===== src/rtl/axil_timer_bank.sv =====
// axil_timer_bank: N-channel down-counting timer bank behind AXI4-Lite; TIMER_PRESCALER_EN adds a global PRESCALE at 0x800
module axil_timer_bank #(
    parameter int NUM_TIMERS_p = 4,
    parameter int CNT_BW_p     = 32,
    parameter int ADDR_BW_p    = 15,
    parameter int DATA_BW_p    = 32
) (
    input  logic                    clk_i,
    input  logic                    rst_i,
    input  logic [ADDR_BW_p-1:0]    s_axil_awaddr_i,
    input  logic                    s_axil_awvalid_i,
    output logic                    s_axil_awready_o,
    input  logic [DATA_BW_p-1:0]    s_axil_wdata_i,
    input  logic [3:0]              s_axil_wstrb_i,
    input  logic                    s_axil_wvalid_i,
    output logic                    s_axil_wready_o,
    output logic [1:0]              s_axil_bresp_o,
    output logic                    s_axil_bvalid_o,
    input  logic                    s_axil_bready_i,
    input  logic [ADDR_BW_p-1:0]    s_axil_araddr_i,
    input  logic                    s_axil_arvalid_i,
    output logic                    s_axil_arready_o,
    output logic [DATA_BW_p-1:0]    s_axil_rdata_o,
    output logic [1:0]              s_axil_rresp_o,
    output logic                    s_axil_rvalid_o,
    input  logic                    s_axil_rready_i,
    output logic [NUM_TIMERS_p-1:0] irq_o
);
    logic                    live, aw_held, w_held, wr_fire, wr_map, tick, unused_bits;
    logic [11:0]             aw_off, rd_off;
    logic [DATA_BW_p-1:0]    w_data, w_mask, rd_word;
    logic [3:0]              w_strb;
    logic [NUM_TIMERS_p-1:0] en, reload, irq_en, expired;
    logic [CNT_BW_p-1:0]     load  [NUM_TIMERS_p];
    logic [CNT_BW_p-1:0]     count [NUM_TIMERS_p];
`ifdef TIMER_PRESCALER_EN
    logic [15:0]             prescale, div;
`endif

    function automatic logic is_mapped(input logic [11:0] off);
`ifdef TIMER_PRESCALER_EN
        return (int'(off) < NUM_TIMERS_p * 16) || off == 12'h800;
`else
        return int'(off) < NUM_TIMERS_p * 16;
`endif
    endfunction

    // readies stay low until the cycle after reset releases
    assign s_axil_awready_o = live & ~aw_held & ~s_axil_bvalid_o;
    assign s_axil_wready_o  = live & ~w_held & ~s_axil_bvalid_o;
    assign s_axil_arready_o = live & ~s_axil_rvalid_o;
    assign wr_fire          = aw_held & w_held;
    assign wr_map           = is_mapped(aw_off);
    assign w_mask           = {{8{w_strb[3]}}, {8{w_strb[2]}}, {8{w_strb[1]}}, {8{w_strb[0]}}};
    assign rd_off           = s_axil_araddr_i[11:0];
    assign unused_bits      = ^{s_axil_awaddr_i[ADDR_BW_p-1:12], s_axil_araddr_i[ADDR_BW_p-1:12], aw_off[1:0], rd_off[1:0]};

    always_comb begin
        rd_word = '0;
        for (int n = 0; n < NUM_TIMERS_p; n++)
            if (int'(rd_off[11:4]) == n)
                rd_word = rd_off[3:2] == 2'd0 ? DATA_BW_p'({irq_en[n], reload[n], en[n]}) :
                          rd_off[3:2] == 2'd1 ? DATA_BW_p'(load[n]) :
                          rd_off[3:2] == 2'd2 ? DATA_BW_p'(count[n]) : DATA_BW_p'(expired[n]);
`ifdef TIMER_PRESCALER_EN
        if (rd_off == 12'h800)
            rd_word = DATA_BW_p'(prescale);
`endif
        if (!is_mapped(rd_off))
            rd_word = '0;
    end

    always_ff @(posedge clk_i) begin
        if (rst_i) begin
            live            <= 1'b0;
            aw_held         <= 1'b0;
            w_held          <= 1'b0;
            aw_off          <= '0;
            w_data          <= '0;
            w_strb          <= '0;
            s_axil_bvalid_o <= 1'b0;
            s_axil_bresp_o  <= 2'b00;
            s_axil_rvalid_o <= 1'b0;
            s_axil_rresp_o  <= 2'b00;
            s_axil_rdata_o  <= '0;
        end else begin
            live <= 1'b1;
            if (s_axil_awvalid_i && s_axil_awready_o) begin
                aw_held <= 1'b1;
                aw_off  <= s_axil_awaddr_i[11:0];
            end
            if (s_axil_wvalid_i && s_axil_wready_o) begin
                w_held <= 1'b1;
                w_data <= s_axil_wdata_i;
                w_strb <= s_axil_wstrb_i;
            end
            if (wr_fire) begin
                aw_held         <= 1'b0;
                w_held          <= 1'b0;
                s_axil_bvalid_o <= 1'b1;
                s_axil_bresp_o  <= wr_map ? 2'b00 : 2'b10;
            end else if (s_axil_bvalid_o && s_axil_bready_i) begin
                s_axil_bvalid_o <= 1'b0;
            end
            if (s_axil_arvalid_i && s_axil_arready_o) begin
                s_axil_rvalid_o <= 1'b1;
                s_axil_rdata_o  <= rd_word;
                s_axil_rresp_o  <= is_mapped(rd_off) ? 2'b00 : 2'b10;
            end else if (s_axil_rvalid_o && s_axil_rready_i) begin
                s_axil_rvalid_o <= 1'b0;
            end
        end
    end

`ifdef TIMER_PRESCALER_EN
    assign tick = div == prescale;
    always_ff @(posedge clk_i) begin
        if (rst_i) begin
            prescale <= '0;
            div      <= '0;
        end else if (wr_fire && aw_off == 12'h800) begin
            prescale <= (prescale & ~w_mask[15:0]) | (w_data[15:0] & w_mask[15:0]);
            div      <= '0;
        end else begin
            div <= tick ? 16'd0 : div + 16'd1;
        end
    end
`else
    assign tick = 1'b1;
`endif

    for (genvar g = 0; g < NUM_TIMERS_p; g++) begin : g_ch
        logic                hit, ctrl_wr, load_wr, w1c, c_en, c_rl, c_ie, zero;
        logic                en_q, rl_q, ie_q, exp_q;
        logic [CNT_BW_p-1:0] load_q, cnt_q;
        assign hit     = wr_fire && wr_map && int'(aw_off[11:4]) == g;
        assign ctrl_wr = hit && aw_off[3:2] == 2'd0 && w_strb[0];
        assign load_wr = hit && aw_off[3:2] == 2'd1;
        assign w1c     = hit && aw_off[3:2] == 2'd3 && w_strb[0] && w_data[0];
        // effective control for this edge: a CTRL write overrides the expiry tick
        assign {c_ie, c_rl, c_en} = ctrl_wr ? w_data[2:0] : {ie_q, rl_q, en_q};
        assign zero    = cnt_q == '0;
        always_ff @(posedge clk_i) begin
            if (rst_i) begin
                en_q   <= 1'b0;
                rl_q   <= 1'b0;
                ie_q   <= 1'b0;
                exp_q  <= 1'b0;
                load_q <= '0;
                cnt_q  <= '0;
            end else begin
                ie_q <= c_ie;
                rl_q <= c_rl;
                if (load_wr)
                    load_q <= CNT_BW_p'((DATA_BW_p'(load_q) & ~w_mask) | (w_data & w_mask));
                if (c_en && !en_q) begin
                    en_q  <= 1'b1;
                    cnt_q <= load_q;
                end else if (!c_en) begin
                    en_q <= 1'b0;
                end else if (tick && zero) begin
                    en_q  <= c_rl;
                    cnt_q <= c_rl ? load_q : cnt_q;
                end else if (tick) begin
                    cnt_q <= cnt_q - CNT_BW_p'(1);
                end
                exp_q <= (c_en && en_q && tick && zero) || (exp_q && !w1c);
            end
        end
        assign en[g]      = en_q;
        assign reload[g]  = rl_q;
        assign irq_en[g]  = ie_q;
        assign expired[g] = exp_q;
        assign load[g]    = load_q;
        assign count[g]   = cnt_q;
        assign irq_o[g]   = exp_q & ie_q;
    end
endmodule


===== config.mk =====
export PLATFORM = sky130hd
export DESIGN_NAME = axil_timer_bank
export DESIGN_NICKNAME = d
export VERILOG_FILES = /design/src/rtl/axil_timer_bank.sv
export SDC_FILE = /design/constraint.sdc
export NUM_CORES = 1
export LEC_CHECK = 0
export BUFFER_PORTS_ARGS = -buffer_cell sky130_fd_sc_hd__buf_2
export CORE_ASPECT_RATIO = 2
export CORE_MARGIN = 3
export CORE_UTILIZATION = 30
export CTS_CLUSTER_DIAMETER = 150
export DETAILED_ROUTE_END_ITERATION = 8
export PLACE_DENSITY_LB_ADDON = 0.1
export SETUP_SLACK_MARGIN = 0.05
export SLEW_MARGIN = 30
export SYNTH_ARGS = -nofsm -noshare
export SYNTH_HDL_FRONTEND = slang
export SYNTH_SLANG_ARGS = --single-unit

===== constraint.sdc =====
create_clock -name clk_i -period 3.6 [get_ports clk_i]
set_input_delay 0.54 -clock clk_i [delete_from_list [all_inputs] [get_ports clk_i]]
set_output_delay 0.54 -clock clk_i [all_outputs]
set_load 0.01 [all_outputs]

# --- Word-level counts from Yosys, hierarchy flattened ---
# Cells that the tools add are included.
op_classes:
  n_mux: 56
  bitwise_logic: 24
  n_lt_le_gt_ge: 2
  eq_ne: 18
  add_sub_neg: 4
  reduce_logical: 81
op_table:
  columns: ["operator", "n"]
  rows:
  - ["32-bit two-way mux", 33]
  - ["32-bit bitwise AND", 5]
  - ["32-bit zero test", 4]
  - ["32-bit bitwise OR", 4]
  - ["32-bit by 1-bit subtractor with 32-bit output (second input constant)", 4]
  - ["1-bit logical AND", 50]
  - ["8-bit by 3-bit == test with 1-bit output (second input constant)", 4]
  - ["32-bit inverter", 1]
  - ["12-bit by 7-bit less-than comparator with 1-bit output (second input constant)", 2]
  - ["1-bit two-way mux", 17]
  - ["8-bit by 2-bit == test with 1-bit output (second input constant)", 2]
  - ["8-bit zero test", 2]
  - ["2-bit two-way mux", 6]
  - ["3-bit by 1-bit != test with 1-bit output (second input constant)", 4]
  - ["3-bit by 2-bit != test with 1-bit output (second input constant)", 4]
  - ["2-bit nonzero test", 6]
  - ["1-bit bitwise AND", 10]
  - ["1-bit zero test", 8]
  - ["2-bit AND reduction", 4]
  - ["2-bit by 1-bit == test with 1-bit output (second input constant)", 2]
  - ["2-bit == test (second input constant)", 2]
  - ["2-bit zero test", 2]
  - ["1-bit logical OR", 4]
  - ["1-bit inverter", 4]
  - ["2-bit OR reduction", 1]
word_totals:
  word_cells: 220
  regBits: 361
  output_inout_bits: 45
  in_bits: 73

# --- Longest topological paths before layout ---
depth:
  ltp_word: 10
  mapped_depth: 11
  mapped_depth_nobuf: 8

# --- Worst setup path before layout ---
# OpenSTA, ideal clock, no wires.
synth_timing:
  path_type: "register -> register"
  start: "register g_ch[0].cnt_q[7]"
  end: "register g_ch[0].cnt_q[2]"
  t_required_ns: 3.484
  path_slack_ns: 0.900
  arrival_ns: 2.584
  stages_incl_launch_ff: 12
  path_buffers: 5
  period_less_slack_ns: 2.700
  setup_ns: 0.116
  cell_sequence: "dfxtp_1 -> buf_6 -> or4_1 -> clkbuf_1 -> or3_1 -> buf_2 -> nor4_4 -> o221a_2 -> buf_4 -> buf_6 -> a211oi_1 -> a31o_2"
synth_via:
  elab_chain_cells: 4
  elab_cells_between_ends: 6
  cone_classes: "eq/ne: 1; mux: 3; reduce/logical: 2"
synth_lines:
  columns: ["element", "line", "source"]
  rows:
  - ["start, declared", "135", "logic [CNT_BW_p-1:0] load_q, cnt_q;"]
  - ["start signal, assigned", "158", "cnt_q <= load_q;"]
  - ["start signal, assigned", "163", "cnt_q <= c_rl ? load_q : cnt_q;"]
  - ["start signal, assigned", "165", "cnt_q <= cnt_q - CNT_BW_p'(1);"]
  - ["32-bit zero test *", "142", "assign zero = cnt_q == '0;"]
  - ["32-bit two-way mux", "161", "end else if (tick && zero) begin"]
  - ["32-bit two-way mux", "159", "end else if (!c_en) begin"]
  - ["32-bit two-way mux", "156", "if (c_en && !en_q) begin"]
# Mark *: on every way between the ends. The rest lies on a longest branch, timed or not. The select of a mux whose other input is x is not followed.
# A chain may end at the register's enable or synchronous reset.

# --- Final worst setup path ---
layout_timing:
  start: "register g_ch[1].cnt_q[4]"
  end: "register g_ch[1].cnt_q[17]"
layout_via:
  elab_chain_cells: 4
  elab_cells_between_ends: 7
  cone_classes: "add/sub: 1; eq/ne: 1; mux: 3; reduce/logical: 2"
layout_lines:
  columns: ["element", "line"]
  rows:
  - ["start, declared", "135"]
  - ["start signal, assigned", "158"]
  - ["start signal, assigned", "163"]
  - ["start signal, assigned", "165"]
  - ["32-bit by 1-bit subtractor with 32-bit output / 32-bit zero test (equally long branches)", "165, 142"]
  - ["32-bit two-way mux", "161"]
  - ["32-bit two-way mux", "159"]
  - ["32-bit two-way mux", "156"]
# Parallel ways exist; a longest one is shown, timed or not. The select of a mux whose other input is x is not followed.

==> summary.txt <==
Layout
  – Post-Layout Cell Count: 3,526
  – Antenna cells: 0
  – Share of post-route cells with drive strength above 1: 14.8%
  – Layout area overhead: 17.3%
  – NumNets Final: 2,716
  – # fillers: 6,781
  – Most common cell after layout, fill and taps aside: a21oi_1
  – Commonest non-fill, non-tap cells in the layout: 360 x a21oi_1, 356 x dfxtp_1, 340 x nand2_1
  – Design area: 22,900 um^2

Clock tree
  – Post-CTS sizing: 0
  – Clock buffer depth: 3
  – Setup bufs post-CTS: 0
  – Clock sinks: 357
  – CTS tree: yes
  – Clock slew at reported path FFs: 0.07 ns
  – Root Buffer: clkbuf_16
  – H-tree depth: 2
  – Clock latency at the later pin of the worst-skew pair: 0.58 ns
  – CTS Hold Bufs: 0
  – TritonCTS buffer count: 38

Routing
  – Via count: 21,300
  – Mean number of vias per cell: 6.05
  – DR iter-0 viols: 1,617
  – First drt pass iteration count: 8
  – Antenna-violating nets left: 0
  – Routed wire per std cell: 27.8 um
  – DRC errors left: 0
  – WL final: 97.9 mm

Global route
  – Total gr overflow: 0
  – Largest net degree at the start of global routing: 90
  – Total GRT Usage: 27.3%
  – Vias in the first global route: 20,700
  – Antenna violations before repair: 0
  – First-pass GRT wire length: 141 mm

Floorplanning
  – Starting Density: 30.5%
  – Io pins: 118
  – DIE WIDTH: 186 um
  – DIE AREA: 68,400 um^2
  – Core box area: 64,100 um^2
  – Row cnt: 131
  – Die H: 367 um

Placement
  – Post-Place Cells: 3,459
  – Post-DP HPWL: 74.4 mm
  – Port bufs: 105
  – Area after DPL: 21,600 um^2
  – GPL Wtd Cong: 0.949

Critical path
  – CP Max Fanout: 34
  – Required time of the critical path: 4.06 ns
  – WP data arrival: 3.64 ns
  – CP endpoint kind: flop
  – Worst reg2reg path depth: 6
  – Startpoint types: flop
  – CP Class: reg -> reg

Timing
  – Final setup fails: 0
  – Fin crit period: 3.18 ns
  – Final worst path period share: 88.4%
  – Unrepaired setup endpoints after global routing: no
  – Slew margin rel.: 35.6%
  – Endpoints failing hold: 0
  – Worst clock skew: 0.0254 ns
  – Worst Tran Pin Value: 0.965 ns
  – TNS Setup: 0 ns
  – F_max: 314 MHz
  – Max-slew violations: 0

Logic synthesis
  – Async set or reset register ratio after synthesis: 0%
  – Most used DFF post-synth: dfxtp_1
  – Post-synth EDFFs: 0
  – Avg Cell Area, Syn: 7.64 um^2
  – Synthesized cell area: 19,500 um^2
  – Sequential share of the synthesized area: 36.6%
  – Synth Register Bits: 357
  – Synth cell types: 82
  – Gate count of the mapped netlist: 2,555
  – Syn. warnings: 0

Power
  – Power Total: 8.95 mW
  – Static Leak: 8.07 nW
  – Peak VDD IR: 0.000392 V
  – Pwr/cell area: 391 nW/um^2

Worst hold path
  – Worst Hold Path Cells: 3
  – HP Class: in -> reg

Flow run
  – Max Cap Viol: 0

Status
  – Status: completed
## critical path: stages, from the launching register on
cell and delay [ns]:
dfxtp_1 0.38, or4_1 0.67, or4_1 0.68, nor3_4 0.39, o221a_4 0.58, o21ai_0 0.18
and2_1 0.18
## Yosys cell counts, types with 11 or more instances
library cell | number | area share, %
a22oi_1 | 93 | 3.6
nor3_1 | 88 | 2.3
and2_1 | 18 | 0.58
clkbuf_1 | 185 | 3.6
and3_1 | 11 | 0.35
nand4_1 | 40 | 1.3
nor2_1 | 130 | 2.5
dfxtp_1 | 357 | 37
a211oi_1 | 58 | 2.2
a21oi_1 | 360 | 9.2
a21o_1 | 44 | 1.7
nor4_1 | 57 | 1.8
o211ai_1 | 11 | 0.42
o21ai_0 | 111 | 2.8
nand4b_1 | 12 | 0.54
or4_1 | 23 | 0.88
nand3_1 | 173 | 4.4
inv_1 | 33 | 0.63
mux2i_1 | 41 | 2.1
o32ai_1 | 38 | 1.7
or3_1 | 32 | 1.0
a221oi_1 | 64 | 2.9
buf_2 | 19 | 0.49
nand2_1 | 340 | 6.5
nand2b_1 | 14 | 0.45
## kinds of logic (layout without fill, tap and decap cells)
family	Yosys count	after routing	share of synthesized area, %
muxes	47	47	2.68
adders and majority gates	8	8	0.512
AOI/OAI and AO/OA	879	879	29.2
other	1	2	0.0192
DFF	357	357	36.6
and+or+nand+nor	1000	1000	25.4
buffers and inverters	263	369	5.66
## worst paths after layout
kind | from | end | slack (ns)
worst min-delay path | s_axil_awaddr_i[8] | aw_off[8]$_SDFFE_PP0P_ | 0.20
worst max register to register | g_ch[1].cnt_q[4]$_SDFFE_PP0P_ | g_ch[1].cnt_q[17]$_SDFFE_PP0P_ | 0.42
worst min register to register | flop | flop | 0.47
worst max-delay path | g_ch[1].cnt_q[4]$_SDFFE_PP0P_ | g_ch[1].cnt_q[17]$_SDFFE_PP0P_ | 0.42
## area by class of cell
type | instances | area [um^2] | share of cell area (%)
clock buffers | 47 | 1040 | 4.52
clock inverters | 20 | 273 | 1.19
inverters | 34 | 128 | 0.557
multi-input cells | 1936 | 11400 | 49.6
flip-flops and latches | 357 | 7150 | 31.2
well taps | 864 | 1080 | 4.72
repair buffers | 268 | 1890 | 8.23
## power breakdown
group	leakage (nW)	internal (mW)	switching, mW
registers	2.88	3.98	0.0819
logic	4.56	0.155	0.393
clock network	0.626	2.49	1.86
total	8.07	6.62	2.33
## through the flow
step / setup WS, ns / hold slack, ns / utilization [%]
CTS: 0.440 / 0.176 / 35.7
global route: 0.190 / 0.202 / 35.8
finish: 0.419 / 0.204 / 35.8
floorplan: 0.900 / 0.443 / -
global placement: 0.430 / 0.458 / 33.7
detailed placement: 0.455 / 0.465 / 33.7
## metal layers
layer	share of wire, %	vias to the layer above	wire length, um	GRT usage [%]
met4	8.2	0	8060	18.7
met1	35	10400	33900	28.2
li1	-	9748	-	-
met2	52	902	51300	51.6
met5	0	-	0	0
met3	4.7	291	4580	2.53
Power figures use the tool's default switching activity.
